**src/rtl/branch_resolve_ctrl.sv**
```systemverilog
// Execute-stage control-flow resolver. Holds operands for a registered
// comparator, waits out its latency, then resolves the op: target, direction,
// mispredict redirect, link writeback and a saturating mispredict counter.
module branch_resolve_ctrl #(
  parameter int unsigned CMP_LATENCY = 1,
  parameter int unsigned CNT_W       = 16
) (
  input  logic             clk,
  input  logic             reset,
  input  logic             kill,
  input  logic             in_valid,
  output logic             in_ready,
  input  logic [31:0]      in_pc,
  input  logic [31:0]      in_instr,
  input  logic [31:0]      in_rs1,
  input  logic [31:0]      in_rs2,
  input  logic             in_pred_taken,
  input  logic [31:0]      in_pred_target,
  output logic [31:0]      cmp_rs1,
  output logic [31:0]      cmp_rs2,
  output logic [31:0]      cmp_instr,
  input  logic             cmp_taken,
  output logic             res_valid,
  output logic             res_taken,
  output logic             res_redirect,
  output logic [31:0]      res_pc,
  output logic             res_misaligned,
  output logic             res_illegal,
  output logic             link_valid,
  output logic [31:0]      link_data,
  output logic [CNT_W-1:0] mispredict_cnt
);

  localparam logic [6:0] OpBranch = 7'b1100011;
  localparam logic [6:0] OpJal    = 7'b1101111;
  localparam logic [6:0] OpJalr   = 7'b1100111;
  localparam logic [1:0] WcntInit = 2'(CMP_LATENCY - 1);

  typedef enum logic [1:0] {StIdle, StWait, StEval} state_e;

  state_e            state_q, state_d;
  logic [1:0]        wcnt_q, wcnt_d;
  logic              accept, eval_fire;

  logic [31:0]       pc_q, instr_q, rs1_q, rs2_q, pred_target_q;
  logic              pred_taken_q;

  logic [6:0]        opcode;
  logic              is_branch, is_jal, is_jalr, is_illegal;
  logic [31:0]       imm_b, imm_j, imm_i, target, pc_plus4, next_pc;
  logic              taken, misaligned, redirect, link;

  logic              res_valid_q, res_taken_q, res_redirect_q, res_misaligned_q;
  logic              res_illegal_q, link_valid_q;
  logic [31:0]       res_pc_q, link_data_q;
  logic [CNT_W-1:0]  cnt_q;

  // Reset is folded in so issue never sees a ready while reset is held.
  assign in_ready  = (state_q == StIdle) && !kill && !reset;
  assign accept    = in_valid && in_ready;
  assign eval_fire = (state_q == StEval) && !kill;

  assign cmp_rs1   = rs1_q;
  assign cmp_rs2   = rs2_q;
  assign cmp_instr = instr_q;

  // Next-state: IDLE -> WAIT for CMP_LATENCY cycles -> EVAL -> IDLE; kill wins.
  always_comb begin
    state_d = state_q;
    wcnt_d  = wcnt_q;
    case (state_q)
      StIdle: begin
        if (accept) begin
          state_d = StWait;
          wcnt_d  = WcntInit;
        end
      end
      StWait: begin
        if (wcnt_q == 2'd0) state_d = StEval;
        else                wcnt_d  = wcnt_q - 2'd1;
      end
      StEval:  state_d = StIdle;
      default: state_d = StIdle;
    endcase
    if (kill) begin
      state_d = StIdle;
      wcnt_d  = 2'd0;
    end
  end

  // State register.
  always_ff @(posedge clk) begin
    if (reset) begin
      state_q <= StIdle;
      wcnt_q  <= 2'd0;
    end else begin
      state_q <= state_d;
      wcnt_q  <= wcnt_d;
    end
  end

  // Operand capture; these stay frozen so the comparator sees stable inputs.
  always_ff @(posedge clk) begin
    if (reset) begin
      pc_q          <= '0;
      instr_q       <= '0;
      rs1_q         <= '0;
      rs2_q         <= '0;
      pred_taken_q  <= 1'b0;
      pred_target_q <= '0;
    end else if (accept) begin
      pc_q          <= in_pc;
      instr_q       <= in_instr;
      rs1_q         <= in_rs1;
      rs2_q         <= in_rs2;
      pred_taken_q  <= in_pred_taken;
      pred_target_q <= in_pred_target;
    end
  end

  // Decode, target generation and mispredict detection on the latched op.
  always_comb begin
    opcode     = instr_q[6:0];
    is_branch  = (opcode == OpBranch);
    is_jal     = (opcode == OpJal);
    is_jalr    = (opcode == OpJalr);
    is_illegal = !(is_branch || is_jal || is_jalr);
    imm_b      = {{19{instr_q[31]}}, instr_q[31], instr_q[7], instr_q[30:25],
                  instr_q[11:8], 1'b0};
    imm_j      = {{11{instr_q[31]}}, instr_q[31], instr_q[19:12], instr_q[20],
                  instr_q[30:21], 1'b0};
    imm_i      = {{20{instr_q[31]}}, instr_q[31:20]};
    pc_plus4   = pc_q + 32'd4;
    target     = '0;
    taken      = 1'b0;
    if (is_branch) begin
      target = pc_q + imm_b;
      taken  = cmp_taken;
    end else if (is_jal) begin
      target = pc_q + imm_j;
      taken  = 1'b1;
    end else if (is_jalr) begin
      target = (rs1_q + imm_i) & ~32'd1;
      taken  = 1'b1;
    end
    misaligned = taken && target[1];
    redirect   = !is_illegal && !misaligned &&
                 ((taken != pred_taken_q) || (taken && (target != pred_target_q)));
    next_pc    = taken ? target : pc_plus4;
    link       = is_jal || is_jalr;
  end

  // Result registers: loaded for exactly one cycle out of EVAL, zero otherwise.
  always_ff @(posedge clk) begin
    if (reset || !eval_fire) begin
      res_valid_q      <= 1'b0;
      res_taken_q      <= 1'b0;
      res_redirect_q   <= 1'b0;
      res_pc_q         <= '0;
      res_misaligned_q <= 1'b0;
      res_illegal_q    <= 1'b0;
      link_valid_q     <= 1'b0;
      link_data_q      <= '0;
    end else begin
      res_valid_q      <= 1'b1;
      res_taken_q      <= taken;
      res_redirect_q   <= redirect;
      res_pc_q         <= next_pc;
      res_misaligned_q <= misaligned;
      res_illegal_q    <= is_illegal;
      link_valid_q     <= link;
      link_data_q      <= link ? pc_plus4 : '0;
    end
  end

  // Saturating mispredict counter, bumped on the edge that raises res_redirect.
  always_ff @(posedge clk) begin
    if (reset) begin
      cnt_q <= '0;
    end else if (eval_fire && redirect && (cnt_q != {CNT_W{1'b1}})) begin
      cnt_q <= cnt_q + 1'b1;
    end
  end

  assign res_valid      = res_valid_q;
  assign res_taken      = res_taken_q;
  assign res_redirect   = res_redirect_q;
  assign res_pc         = res_pc_q;
  assign res_misaligned = res_misaligned_q;
  assign res_illegal    = res_illegal_q;
  assign link_valid     = link_valid_q;
  assign link_data      = link_data_q;
  assign mispredict_cnt = cnt_q;

endmodule

```
**config.mk**
```make
export PLATFORM = sky130hd
export DESIGN_NAME = branch_resolve_ctrl
export DESIGN_NICKNAME = d
export VERILOG_FILES = /design/src/rtl/branch_resolve_ctrl.sv
export SDC_FILE = /design/constraint.sdc
export NUM_CORES = 1
export LEC_CHECK = 0
export BUFFER_PORTS_ARGS = -buffer_cell sky130_fd_sc_hd__clkbuf_2
export CAP_MARGIN = 25
export CORE_UTILIZATION = 35
export DETAILED_ROUTE_END_ITERATION = 10
export PLACE_DENSITY = 0.65
export SYNTH_ARGS = -nofsm -noshare
export SYNTH_HDL_FRONTEND = slang
export SYNTH_SLANG_ARGS = --single-unit
export TNS_END_PERCENT = 1
```
**constraint.sdc**
```tcl
create_clock -name clk -period 5.8 [get_ports clk]
set_input_delay 0.87 -clock clk [delete_from_list [all_inputs] [get_ports clk]]
set_output_delay 0.87 -clock clk [all_outputs]
set_load 0.1 [all_outputs]
```
## After elaboration in Yosys (flattened, before gate mapping)

Index checks and enable logic that the tools add are counted.
W data, S select, Z words.

| word-level totals | value |
|---|---|
| register bits | 251 |
| word-level logic and storage cells | 76 |

| operators by class | value |
|---|---|
| add/sub/neg operators | 6 |
| eq/ne operators | 11 |
| multiplexer cells | 14 |
| bitwise logic cells | 1 |
| reductions and logical operators | 27 |

Operators with widths:

| cell | number |
|---|---|
| $mux W32 | 4 |
| $add A32 B32 Y32 | 3 |
| $add A32 B3 Y32 const B | 1 |
| $ne A32 B32 Y1 | 1 |
| $eq A7 B7 Y1 const B | 3 |
| $add A16 B1 Y16 const B | 1 |
| $ne A16 B16 Y1 const B | 1 |
| $logic_and A1 B1 Y1 | 10 |
| $mux W2 | 4 |
| $pmux W2 S2 | 2 |
| $ne A2 B2 Y1 const B | 3 |
| $logic_not A1 Y1 | 5 |
| $logic_or A1 B1 Y1 | 5 |
| $logic_not A2 Y1 | 2 |
| $mux W1 | 4 |
| $reduce_or A2 Y1 | 2 |
| $reduce_and A3 Y1 | 1 |
| $eq A2 B1 Y1 const B | 1 |
| $eq A2 B2 Y1 const B | 1 |
| $reduce_and A2 Y1 | 1 |
| $reduce_bool A2 Y1 | 1 |
| $sub A2 B1 Y2 const B | 1 |
| $ne A1 B1 Y1 | 1 |
| $not A1 Y1 | 1 |

## Logic depth before layout (Yosys ltp)

| logic depth | value |
|---|---|
| word-level depth | 10 |
| mapped depth | 17 |
| gate-level depth less buffers | 16 |

## Worst setup path before layout

No wires, ideal clock.

| path | value |
|---|---|
| path kind | register to register |
| start | register instr_q[31], in the netlist cmp_instr[31] |
| end | register cnt_q[5], in the netlist mispredict_cnt[5] |
| setup time | 123 ps |
| arrival | 5153 ps |
| data required time | 5677 ps |
| setup slack | 524 ps |
| cell stages (with the launch flop) | 16 |
| path buffers | 2 |
| period minus slack after synthesis | 5276 ps |
| path through | dfxtp_1 > ha_1 > clkbuf_1 > a21oi_1 > o21ai_0 > a211o_1 > a41oi_2 > xnor2_1 > a221oi_4 > xnor2_1 > or4_4 > nor4_4 > a211oi_2 > buf_6 > nand3_1 > mux2_1 |

| between the ends | value |
|---|---|
| cells in the longest elaborated chain, start to end | 10 |

Ends and longest elaborated chain:

| item | RTL line | source |
|---|---|---|
| start, declared | 45 | `logic [31:0] pc_q, instr_q, rs1_q, rs2_q, pred_target_q;` |
| start signal, assigned | 113 | `instr_q <= in_instr;` |
| $add A32 B32 Y32 | 143 | `target = (rs1_q + imm_i) & ~32'd1;` |
| $mux W32 | 142 | `end else if (is_jalr) begin` |
| $mux W32 | 139 | `end else if (is_jal) begin` |
| $mux W32 * | 136 | `if (is_branch) begin` |
| $ne A32 B32 Y1 * | 148 | `((taken != pred_taken_q) \|\| (taken && (target != pred_target_q)));` |
| $logic_and A1 B1 Y1 * | 148 |  |
| $logic_or A1 B1 Y1 * | 148 |  |
| $logic_and A1 B1 Y1 * | 147 | `redirect = !is_illegal && !misaligned &&` |
| $logic_and A1 B1 Y1 * (2 in series) | 180 | `end else if (eval_fire && redirect && (cnt_q != {CNT_W{1'b1}})) begin` |
| end signal, assigned | 181 | `cnt_q <= cnt_q + 1'b1;` |
| end, declared | 56 | `logic [CNT_W-1:0] cnt_q;` |

Mark *: on every way between the ends. The rest lies on a longest branch, timed or not.
A chain may end at the register's enable or synchronous reset.

## Worst setup path in the final report

| path | value |
|---|---|
| start | register pc_q[19] |
| end | register cnt_q[1], in the netlist mispredict_cnt[1] |

| between the ends | value |
|---|---|
| cells in the longest elaborated chain, start to end | 9 |

Ends and longest elaborated chain:

| item | RTL line | source |
|---|---|---|
| start, declared | 45 |  |
| start signal, assigned | 112 | `pc_q <= in_pc;` |
| $add A32 B32 Y32 | 140 | `target = pc_q + imm_j;` |
| $mux W32 | 139 |  |
| $mux W32 * | 136 |  |
| $ne A32 B32 Y1 * | 148 |  |
| $logic_and A1 B1 Y1 * | 148 |  |
| $logic_or A1 B1 Y1 * | 148 |  |
| $logic_and A1 B1 Y1 * | 147 |  |
| $logic_and A1 B1 Y1 * (2 in series) | 180 |  |

Marks and branches as above.

==> flow_summary.toml <==
[outcome]
status = "finished clean"

[worst_hold_path]
hold_path.class = "reg -> reg"
hp-start = "cmp_rs2[31]"

[synthesis]
syn_avg_cell_area_um2 = 7.454
synth_area_leaders = "dfxtp_1 (32%), nand2_1 (11%), a21oi_1 (9.2%)"
synth_area_um2 = 15510
synthCells = 2081
synth-edff-count = 0
ys_seq_area_share_pct = 32.39
yosys.area.top_type = "dfxtp_1"
async_flop_share_pct = 0
synth-seq-cells = 251
synth_flop_cell = "dfxtp_1"
synth_top_area_share_pct = 32.39
synth.distinct_cells = 94
yosys_warnings = 0
syn_nets = 2326

[detailed_routing]
antenna_left = 0
wl_mm = 60.98
dr.pass1.iters = 7
drc = 0
wl_per_cell_um = 20.40
viasPerCell = 5.560
drt_iter0_markers = 1232
num_vias = 16620

[setup_path]
r2r-start = "pc_q[19]"
critPathCapture = "mispredict_cnt[1]"
critPathMaxFanout = 14
r2r_setup_slack_ns = 0.48
r2r_cells = 14
start_kind = "flip-flop"
cp.arrival_ns = 5.74
path_class = "reg -> reg"
end_kind = "flip-flop"
r2r-end = "mispredict_cnt[1]"
cp.required_ns = 6.22
startpoint = "pc_q[19]"

[floorplanning]
io_pins = 349
die_h_um = 212.5
core_um2 = 43360
initial_core_util_pct = 35.77
fp-row-count = 76
dieArea_um2 = 45160
fp.dieW_um = 212.5

[timing]
slew_headroom_pct = 30.24
report.final.hold_viol_count = 0
fmax_mhz = 187.8
rsz0062_at_grt = "false"
setup_viol = 0
finalCritPeriodShare_pct = 91.79
setup_tns_ns = 0
period_needed_ns = 5.324
skew_ns = 0.01788
drv_slew = 0
worst_pin_slew_ns = 1.044
fin_ws_ns = 0.4764

[cts]
clk_transition_reported_paths_ns = 0.06
tritoncts = "yes"
post_cts_buffers = 0
hold_buffers = 0
clock_latency_ns = 0.57
ctsResizeCount = 0
cts_root_buf = "clkbuf_16"
htreeDepth = 1
cts_sinks = 251
clockBufferDepth = 3
cts_buffers = 29

[pwr]
p_per_area_nw_per_um2 = 223.9
power.switching_uw = 1197
swShare_pct = 28.38
vdd_drop_max_mv = 0.2123
intPower_uw = 3021
p_clk_share_pct = 44.0
p_leak_uw = 0.007732
power_frac_comb_pct = 13.1
seq_power_share_pct = 42.9

[run]
max-cap-violations = 0

[finish]
final_common_cell = "nand2_1"
drive_gt1_share_pct = 20.17
final_cell_mix = "nand2_1 (447), clkbuf_2 (347), a21oi_1 (285)"
nNetsFinal = 2626
n_antenna_cell = 0
syn_to_final_growth_pct = 21.43

[global_routing]
grt_max_degree = 94
grt_pass1_vias = 15730
grt_pass1_wl_mm = 91.25
overflow = 0
antenna_found_initial = 1
track_usage_pct = 26.17

[placement]
numPortBuffers = 348
dp_hpwl_mm = 48.15
gp_congestion = 0.9501
pre_cts_ws_ns = 0.6830
how the worst min path moves through the flow:
| stage | to | cells after the start |
|---|---|---|
| floorplan | pred_target_q[14] | 2 |
| global placement | cmp_rs2[31] | 2 |
| detailed placement | cmp_rs2[31] | 2 |
| CTS | cmp_rs2[31] | 2 |
| global route | pred_target_q[14] | 2 |
| finish | cmp_rs2[31] | 2 |
power groups by stage:
stage / logic [µW] / registers, µW / clock network [µW]
2_1_floorplan: 233 / 1990 / 0
3_3_place_gp: 546 / 1850 / 0
3_5_place_dp: 550 / 1850 / 0
4_1_cts: 552 / 1810 / 1900
5_1_grt: 593 / 1810 / 1970
6_report: 553 / 1810 / 1860
layout make-up:
type | instances | area (µm²)
fill | 4559 | 24530
inverter | 44 | 165.2
timing repair buffer | 386 | 2058
clock buffer | 44 | 852.1
sequential | 251 | 5026
multi-input combinational | 1669 | 9876
tap | 585 | 732.0
clock inverter | 10 | 126.4
registers in the layout, indices dropped and copies added, names as in the netlist, 2 cells and up:
name	cells
cmp_instr	32
link_data	32
pc_q	32
res_pc	32
state_q	2
wcnt_q	2
mispredict_cnt	16
pred_target_q	32
cmp_rs2	32
cmp_rs1	32
synth_stat cells (6+ instances only):
cell type	count
nand4_1	30
o21bai_1	10
o221ai_1	7
a31oi_1	11
nor4_1	12
inv_1	44
nor3b_1	7
nand2_1	448
a21oi_1	285
nand3_1	45
o21ai_0	68
a21o_1	24
o21ai_1	12
nor2b_1	19
a221oi_1	11
a211oi_2	8
o31ai_1	12
nor3_1	50
mux2_1	6
nand3b_1	6
dfxtp_1	251
xor2_1	28
buf_2	8
ha_1	76
and2_1	22
a211oi_1	40
clkbuf_1	105
o21a_1	23
or2_2	6
o211ai_1	15
nor2_1	136
o22ai_1	6
or3_1	10
a2111oi_0	6
a311oi_1	7
mux2i_1	7
xnor2_1	48
and3_1	45
nand2b_1	16
stage by stage:
| stage | instance area (µm²) | total power, µW | utilization (%) | hold slack (ns) | std cells |
|---|---|---|---|---|---|
| after floorplan | 15510 | 2220 | - | 0.4363 | 2081 |
| after global routing | 18840 | 4376 | 43.44 | 0.4706 | 2989 |
| after detailed placement | 17860 | 2397 | 41.18 | 0.4481 | 2935 |
| after CTS | 18840 | 4261 | 43.44 | 0.4562 | 2989 |
| final | 18840 | 4218 | 43.44 | 0.4530 | 2989 |
| after global placement | 17860 | 2392 | 41.18 | 0.4410 | 2935 |
critical path, stage by stage (launching register included):
cell and delay, ns:
dfxtp_1 0.60, ha_1 0.39, a21oi_1 0.36, nand2_1 0.12
a221oi_1 0.62, a21bo_1 0.33, a211o_1 0.28, a2111oi_2 0.59
xor2_1 0.14, o211ai_1 0.19, nor4_4 0.09, a211oi_2 0.85
buf_4 0.32, mux2i_1 0.21, nor2_1 0.06
cells by family after synthesis:
logic type / count (synthesis) / share of synthesized area [%]
buffers and inverters: 161 / 4.082
muxes: 14 / 0.9599
and+or+nand+nor: 874 / 25.51
xor gates and xnor gates: 76 / 4.291
DFF: 251 / 32.39
adders and majority gates: 79 / 6.518
AOI/OAI and AO/OA: 626 / 26.24
routing by layer:
metal	global-route usage [%]	vias up	part of all wire, %
met3	3.131	123	5.5
li1	-	8032	-
met4	11.44	0	4.7
met5	0	-	0
met1	33.35	7856	43
met2	44.22	607	47
Power figures use the tool's default switching activity.
